$ cat src/rtl/arith_pkg.sv
// rtl/arith_pkg.sv - shared slice width and FSM state type for the sequential subtractor
package arith_pkg;

    localparam int SLICE_W = 4;

    typedef enum logic [1:0] {
        IDLE = 2'd0,
        BUSY = 2'd1,
        DONE = 2'd2
    } sub_state_e;

endpackage

$ cat src/rtl/borrow_lookahead4.sv
// rtl/borrow_lookahead4.sv - combinational 4-bit subtract slice with fully expanded borrow lookahead
module borrow_lookahead4 (
    input  logic [3:0] a,
    input  logic [3:0] b,
    input  logic       bin,
    output logic [3:0] diff,
    output logic       bout
);

    logic [3:0] g;
    logic [3:0] p;
    logic [4:0] br;

    assign g = ~a & b;
    assign p = ~(a ^ b);

    // Every borrow is a flat sum of products of g/p/bin so no borrow waits on another.
    assign br[0] = bin;
    assign br[1] = g[0] | (p[0] & bin);
    assign br[2] = g[1] | (p[1] & g[0]) | (p[1] & p[0] & bin);
    assign br[3] = g[2] | (p[2] & g[1]) | (p[2] & p[1] & g[0])
                 | (p[2] & p[1] & p[0] & bin);
    assign br[4] = g[3] | (p[3] & g[2]) | (p[3] & p[2] & g[1])
                 | (p[3] & p[2] & p[1] & g[0]) | (p[3] & p[2] & p[1] & p[0] & bin);

    assign diff = a ^ b ^ br[3:0];
    assign bout = br[4];

endmodule

$ cat src/rtl/borrow_lookahead_sub_seq.sv
// rtl/borrow_lookahead_sub_seq.sv - sequential subtractor resolving one 4-bit lookahead slice per cycle
module borrow_lookahead_sub_seq
    import arith_pkg::*;
#(
    parameter  int WIDTH  = 16,
    localparam int SLICES = WIDTH / SLICE_W
) (
    input  logic             clk,
    input  logic             rst_n,
    input  logic             in_valid,
    output logic             in_ready,
    input  logic [WIDTH-1:0] a,
    input  logic [WIDTH-1:0] b,
    input  logic             bin,
    output logic             out_valid,
    input  logic             out_ready,
    output logic [WIDTH-1:0] diff,
    output logic             bout,
    output logic             zero,
    output logic             ovf
);

    localparam int IDX_W = (SLICES > 1) ? $clog2(SLICES) : 1;
    localparam int MSB   = WIDTH - 1;

    sub_state_e       state_q, state_d;
    logic [WIDTH-1:0] a_q, a_d;
    logic [WIDTH-1:0] b_q, b_d;
    logic [WIDTH-1:0] acc_q, acc_d;
    logic [WIDTH-1:0] diff_q, diff_d;
    logic [IDX_W-1:0] idx_q, idx_d;
    logic             borrow_q, borrow_d;
    logic             bout_q, bout_d;
    logic             zero_q, zero_d;
    logic             ovf_q, ovf_d;

    logic [SLICE_W-1:0] sl_a;
    logic [SLICE_W-1:0] sl_b;
    logic [SLICE_W-1:0] sl_diff;
    logic               sl_bout;
    logic               last_slice;

    assign sl_a       = a_q[idx_q*SLICE_W +: SLICE_W];
    assign sl_b       = b_q[idx_q*SLICE_W +: SLICE_W];
    assign last_slice = (idx_q == IDX_W'(SLICES - 1));

    // borrow_q is the only carry between slices; the slice itself has no ripple.
    borrow_lookahead4 u_slice (
        .a    (sl_a),
        .b    (sl_b),
        .bin  (borrow_q),
        .diff (sl_diff),
        .bout (sl_bout)
    );

    always_comb begin
        state_d  = state_q;
        a_d      = a_q;
        b_d      = b_q;
        acc_d    = acc_q;
        diff_d   = diff_q;
        idx_d    = idx_q;
        borrow_d = borrow_q;
        bout_d   = bout_q;
        zero_d   = zero_q;
        ovf_d    = ovf_q;

        case (state_q)
            IDLE: begin
                if (in_valid) begin
                    a_d      = a;
                    b_d      = b;
                    borrow_d = bin;
                    idx_d    = '0;
                    state_d  = BUSY;
                end
            end
            BUSY: begin
                acc_d[idx_q*SLICE_W +: SLICE_W] = sl_diff;
                borrow_d = sl_bout;
                idx_d    = idx_q + IDX_W'(1);
                if (last_slice) begin
                    // Visible results change only here, so they stay put through IDLE/BUSY.
                    diff_d  = acc_d;
                    bout_d  = sl_bout;
                    zero_d  = (acc_d == '0);
                    ovf_d   = (a_q[MSB] != b_q[MSB]) && (acc_d[MSB] != a_q[MSB]);
                    idx_d   = '0;
                    state_d = DONE;
                end
            end
            DONE: begin
                if (out_ready) begin
                    state_d = IDLE;
                end
            end
            default: state_d = IDLE;
        endcase
    end

    always_ff @(posedge clk or negedge rst_n) begin
        if (!rst_n) begin
            state_q  <= IDLE;
            a_q      <= '0;
            b_q      <= '0;
            acc_q    <= '0;
            diff_q   <= '0;
            idx_q    <= '0;
            borrow_q <= 1'b0;
            bout_q   <= 1'b0;
            zero_q   <= 1'b0;
            ovf_q    <= 1'b0;
        end else begin
            state_q  <= state_d;
            a_q      <= a_d;
            b_q      <= b_d;
            acc_q    <= acc_d;
            diff_q   <= diff_d;
            idx_q    <= idx_d;
            borrow_q <= borrow_d;
            bout_q   <= bout_d;
            zero_q   <= zero_d;
            ovf_q    <= ovf_d;
        end
    end

    assign in_ready  = (state_q == IDLE);
    assign out_valid = (state_q == DONE);
    assign diff      = diff_q;
    assign bout      = bout_q;
    assign zero      = zero_q;
    assign ovf       = ovf_q;

endmodule

$ cat config.mk
export PLATFORM = sky130hd
export DESIGN_NAME = borrow_lookahead_sub_seq
export DESIGN_NICKNAME = d
export VERILOG_FILES = /design/src/rtl/arith_pkg.sv /design/src/rtl/borrow_lookahead4.sv /design/src/rtl/borrow_lookahead_sub_seq.sv
export SDC_FILE = /design/constraint.sdc
export NUM_CORES = 1
export LEC_CHECK = 0
export CORE_UTILIZATION = 53
export CTS_CLUSTER_SIZE = 12
export DETAILED_ROUTE_END_ITERATION = 10
export GPL_TIMING_DRIVEN = 0
export PLACE_DENSITY = 0.8
export RECOVER_POWER = 50
export SKIP_CTS_REPAIR_TIMING = 1
export SLEW_MARGIN = 30
export SYNTH_ARGS = -nofsm -noshare
export SYNTH_HDL_FRONTEND = slang
export SYNTH_SLANG_ARGS = --single-unit
$ cat constraint.sdc
create_clock -name clk -period 3.3 [get_ports clk]
set_input_delay 0.495 -clock clk [delete_from_list [all_inputs] [get_ports clk]]
set_output_delay 0.495 -clock clk [all_outputs]
set_load 0.02 [all_outputs]
# Word level (Yosys, flattened, before mapping)
# Index checks and enable logic that the tools add are counted.
dict set report totals {
  in_bits 37
  elab_cells 73
  reg_bits 72
  output_inout_bits 21
}
dict set report classes {
  shifts 4
  reduce_logical 8
  n_mux 10
  bitwise_logic 31
  addsub 2
  n_eq_ne 8
}
# operator n
set ops {}
lappend ops {{$neg 4->34} 1}
lappend ops {{$shift 4x34->16 const A} 1}
lappend ops {{$shiftx 4x34->16} 1}
lappend ops {{$shiftx 16x5->4} 2}
lappend ops {{$and 1x1->1} 16}
lappend ops {{$bwmux 16} 1}
lappend ops {{$logic_not 16->1} 1}
lappend ops {{$mux 2} 5}
lappend ops {{$or 1x1->1} 10}
lappend ops {{$not 4->4} 2}
lappend ops {{$xor 4x4->4} 2}
lappend ops {{$pmux 2 s3} 1}
lappend ops {{$reduce_and 2->1} 3}
lappend ops {{$and 4x4->4} 1}
lappend ops {{$eq 2x2->1 const B} 2}
lappend ops {{$ne 2x2->1 const B} 2}
lappend ops {{$pmux 2 s2} 1}
lappend ops {{$reduce_and 3->1} 1}
lappend ops {{$add 2x1->2 const B} 1}
lappend ops {{$eq 2x1->1 const B} 1}
lappend ops {{$logic_not 2->1} 1}
lappend ops {{$ne 1x1->1} 2}
lappend ops {{$ne 2x1->1 const B} 1}
lappend ops {{$pmux 1 s2} 1}
lappend ops {{3 further kinds} 3}

# Logic depth before layout (Yosys ltp)
dict set report logic_depth {
  word_depth 12
  mapped_depth 9
  ltp_nobuf 8
}

# Cells and area by module
# From an unflattened synthesis, not the netlist that was laid out.
dict set report hier_totals {
  hier_cells 366
  hier_area_um2 3544.6
}
# mod seq_area_each_um2 area_each_um2 cells_per_inst n_inst
set by_module_without_submodules {}
lappend by_module_without_submodules {borrow_lookahead_sub_seq 1801.7 3344.5 339 1}
lappend by_module_without_submodules {borrow_lookahead4 0.0 200.2 27 1}

# Least setup slack after synthesis
# OpenSTA, ideal clock, no wires.
dict set report synth_path {
  kind {register to register}
  from {register idx_q[0]}
  to {register acc_q[3]}
  synth_period_minus_slack_ns 2.684
  t_arrival_ns 2.563
  required_time_ns 3.179
  setup_slack_ns 0.616
  path_stages_with_launch 9
  setup_time_ns 0.121
  path_buffers 1
  path_cell_list {dfrtp_1 > buf_2 > mux4_2 > ha_1 > a41oi_1 > o21ai_2 > xnor2_2 > and2_1 > a22o_2}
}
dict set report synth_between {
  elab_chain_len 10
  word_cells_on_any_way 26
  cone_classes {add/sub: 1; shift: 4; mux: 1; bitwise: 20}
}
# item line
set synth_lines {}
lappend synth_lines {{start, declared} borrow_lookahead_sub_seq.sv:31} ;# logic [IDX_W-1:0] idx_q, idx_d;
lappend synth_lines {{start signal, assigned} borrow_lookahead_sub_seq.sv:119} ;# idx_q <= idx_d;
lappend synth_lines {{$shiftx 16x5->4, on equally long branches} {borrow_lookahead_sub_seq.sv:43, borrow_lookahead_sub_seq.sv:44}}
lappend synth_lines {{$xor 4x4->4 / $not 4->4 (equally long branches)} {borrow_lookahead4.sv:15, borrow_lookahead4.sv:26, borrow_lookahead4.sv:14}}
lappend synth_lines {{$not 4->4 / $and 4x4->4 (equally long branches)} {borrow_lookahead4.sv:15, borrow_lookahead4.sv:14}}
lappend synth_lines {{$and 1x1->1, on equally long branches} {borrow_lookahead4.sv:21, borrow_lookahead4.sv:22}}
lappend synth_lines {{$or 1x1->1, or another cell as far along} borrow_lookahead4.sv:21} ;# assign br[3] = g[2] | (p[2] & g[1]) | (p[2] & p[1] & g[0])
lappend synth_lines {{$or 1x1->1 / $and 1x1->1 (equally long branches)} {borrow_lookahead4.sv:21, borrow_lookahead4.sv:22}}
lappend synth_lines {{$or 1x1->1} borrow_lookahead4.sv:22} ;# | (p[2] & p[1] & p[0] & bin);
lappend synth_lines {{$xor 4x4->4} borrow_lookahead4.sv:26} ;# assign diff = a ^ b ^ br[3:0];
lappend synth_lines {{$shiftx 4x34->16} borrow_lookahead_sub_seq.sv:79} ;# acc_d[idx_q*SLICE_W +: SLICE_W] = sl_diff;
lappend synth_lines {{$bwmux 16 *} borrow_lookahead_sub_seq.sv:79}
lappend synth_lines {{end signal, assigned} borrow_lookahead_sub_seq.sv:106} ;# acc_q <= '0;
lappend synth_lines {{end signal, assigned} borrow_lookahead_sub_seq.sv:117} ;# acc_q <= acc_d;
lappend synth_lines {{end, declared} borrow_lookahead_sub_seq.sv:29} ;# logic [WIDTH-1:0] acc_q, acc_d;
# Mark *: on every way between the ends. The rest lies on a longest branch, timed or not.
# A chain may end at the register's enable or synchronous reset.

# Final worst setup path
dict set report layout_path {
  from {register idx_q[0]}
  to {register acc_q[2]}
}
# Same word-level chain as after synthesis.

==> impl_results.md <==
* Initial core utilization at 0.546
* Final slew viol count at 0
* Post-Route WL at 7.34 mm
* Hpwl dp at 5.45 mm
* Largest net degree at the start of global routing at 52
* Via density at 5.86
* Critical Path Fanout Max at 10
* CP startpoint kind: register
* CTS tree: built
* FFs w/ async S/R, synth at 1.00
* CP Launch Point: idx_q[0]
* Share of cells above drive strength 1 at 0.202
* Most instantiated cells after synthesis: dfrtp_1 (72), mux2_2 (32), nand2_1 (28)
* Worst Max-Slew Pin Slew at 1260 ps
* Max-cap violations at 0
* Syn Inst Count at 277
* Synth Area per Inst at 12.4 um^2
* Drt initial violations at 164
* Core Footprint at 6310 um^2
* Status: finished, final reports clean
* Area of the die at 6830 um^2
* R2r startpoint: idx_q[0]
* Clock-pin slew on the worst setup and hold paths at 70 ps
* Clock sink total at 72
* Max Buffers Root-to-Sink at 2
* Final TNS setup at 0 ps
* PortBufs at 57
* Reg2reg path depth at 8
* Min Tclk post-route at 3120 ps
* Synth Warn # at 0
* First-pass GRT wire length at 12.1 mm
* Fin crit share at 0.947
* Drt wl/cell at 17.1 um
* Initial antenna violation count at 0
* Clock root buffer master: clkbuf_8
* WS Path Type: reg2reg
* Synth area leaders: dfrtp_1 (52%), mux2_2 (10%), mux4_2 (5.2%)
* Biggest area consumer among synthesized cells: dfrtp_1
* Routed Antenna Nets at 0
* GRT Total Usage at 0.247
* Reg-to-reg endpoint: acc_q[2]
* Fin. Hold Viols at 0
* Syn Std Cell Area at 3450 um^2
* Reg2reg setup slack at 180 ps
* I/O pins at 58
* Setup crit end: acc_q[2]
* Vias in the first global route at 2517
* Min-delay worst type: in2async
* Syn_nets at 325
* Die X at 82.6 um
* Row count at 29
* Final nets at 394
* Register area share after synthesis at 0.523
* Crit-path max cell delay at 600 ps
* # fillers at 526
* Clk_skew at 8.22 ps
* Worst Path Required at 3590 ps
* GPL Wtd Cong at 0.938
* Count leader, synth: dfrtp_1
* Max Fclk at 320 MHz
* Setup ws final at 176 ps
* TritonCTS Buffers at 9
* Synth top area share at 0.523
* Clk Latency, worst-skew pair at 350 ps
* Unique cell type count in the Yosys netlist at 48
* Htree depth at 3
* Multi-input logic area at 1540 um^2
* Synthesis-stage register bit count at 72
* Final setup viols at 0
* RSZ-0062 raised after global routing: no
* Register area at 1800 um^2
* First drt pass iteration count at 4
* CP endpoint kind: register
* Die Span Y at 82.6 um
* Number of flops mapped to enable cells by yosys at 0
* Hold_ws at 330 ps
* DRC at 0
* Max_slew headroom at 0.157
* Total gr overflow at 0
* WP data arrival at 3410 ps
* Main flop type after synthesis: dfrtp_1
* Leakage power at 1.82 nW
* Layout overhead on the synthesized area at 24.0%
* Via Count at 2508
* Ordered cell list for the critical path: buf_2 > mux4_2 > ha_1 > a21o_1 > a21oi_1 > xnor2_1 > and2_1 > a22o_2
* VDD IR max at 0.605 mV
* Pwr dens at 1140 nW/um^2
* Dpl ws at 194 ps
* CP max-delay cell: mux4_2
* N_diodes at 0
layer usage:
metal / routed length [um] / track usage / vias to the layer above
met5: 0 / 0 / -
met3: 329 / 0.0516 / 23
li1: - / - / 1156
met2: 3790 / 0.412 / 78
met4: 192 / 0.124 / 0
met1: 3030 / 0.301 / 1251
cells by family (layout without fill, tap and decap cells):
kind of cell | count (synthesis) | after routing | share of synthesized area
flip-flops | 72 | 72 | 0.523
buffers and inverters | 24 | 98 | 0.0301
AO/OA/AOI/OAI | 68 | 68 | 0.134
adder cells (fa/ha/maj) | 11 | 11 | 0.0421
AND/OR/NAND/NOR | 58 | 58 | 0.102
XOR/XNOR | 3 | 3 | 0.00980
multiplexers | 41 | 41 | 0.160
metrics by stage:
| stage | power (W) | area (um^2) | std cells | util |
|---|---|---|---|---|
| global route | 0.00522 | 4280 | 428 | 0.677 |
| finish | 0.00488 | 4280 | 428 | 0.677 |
| detailed placement | 0.00428 | 4140 | 412 | 0.656 |
| global placement | 0.00419 | 4110 | 411 | 0.652 |
| floorplan | 0.00342 | 3450 | 277 | - |
| CTS | 0.00490 | 4300 | 428 | 0.682 |
worst min-delay path by stage:
stage                     startpoint  endpoint  slack (ps)  cells after the start
final                          rst_n  diff[11]         330                      1
after detailed placement       rst_n   diff[9]         410                      1
after global placement      diff[11]  diff[11]         460                      2
after CTS                      rst_n   a_q[15]          30                      1
after floorplan                rst_n    a_q[0]         200                      0
after global routing           rst_n   a_q[15]         450                      1
registers in the layout, indices dropped and copies added, names as in the netlist:
signal,cells
zero,1
state_q,2
bout,1
b_q,16
a_q,16
borrow_q,1
idx_q,2
acc_q,16
ovf,1
diff,16
cell type report:
class	count	area share
sequential	72	0.421
inverter	12	0.0105
clock inverter	4	0.00468
buffer	12	0.0132
timing repair buffer	58	0.133
clock buffer	12	0.0339
tap	77	0.0225
multi-input combinational	181	0.361
report_power, final:
group	total, W	switching, W	internal (W)
logic	0.00276	0.00156	0.00120
registers	0.00151	0.000243	0.00126
clock network	0.000610	0.000321	0.000289
total	0.00488	0.00213	0.00275
worst max-delay path: cells and delay by family, from the launching register on:
family / cells / cell delay (ps)
AOI/OAI and AO/OA: 3 / 360
xor gates and xnor gates: 1 / 600
adders and majority gates: 1 / 310
buffers and inverters: 1 / 360
DFF: 1 / 510
muxes: 1 / 600
and+or+nand+nor: 1 / 330
cells in the final DEF (no fill, tap or decap), drive strengths merged, types with 8 or more instances in the layout:
| cell | Yosys | layout |
|---|---|---|
| dfrtp | 72 | 72 |
| ha | 10 | 10 |
| clkbuf | 5 | 21 |
| o21ai | 24 | 24 |
| mux4 | 8 | 8 |
| a22oi | 12 | 12 |
| a22o | 13 | 13 |
| nand2 | 28 | 28 |
| a21oi | 8 | 8 |
| inv | 12 | 12 |
| mux2 | 32 | 32 |
| clkdlybuf4s50 | 0 | 56 |
Note: power is estimated with default switching activity, not from simulation.
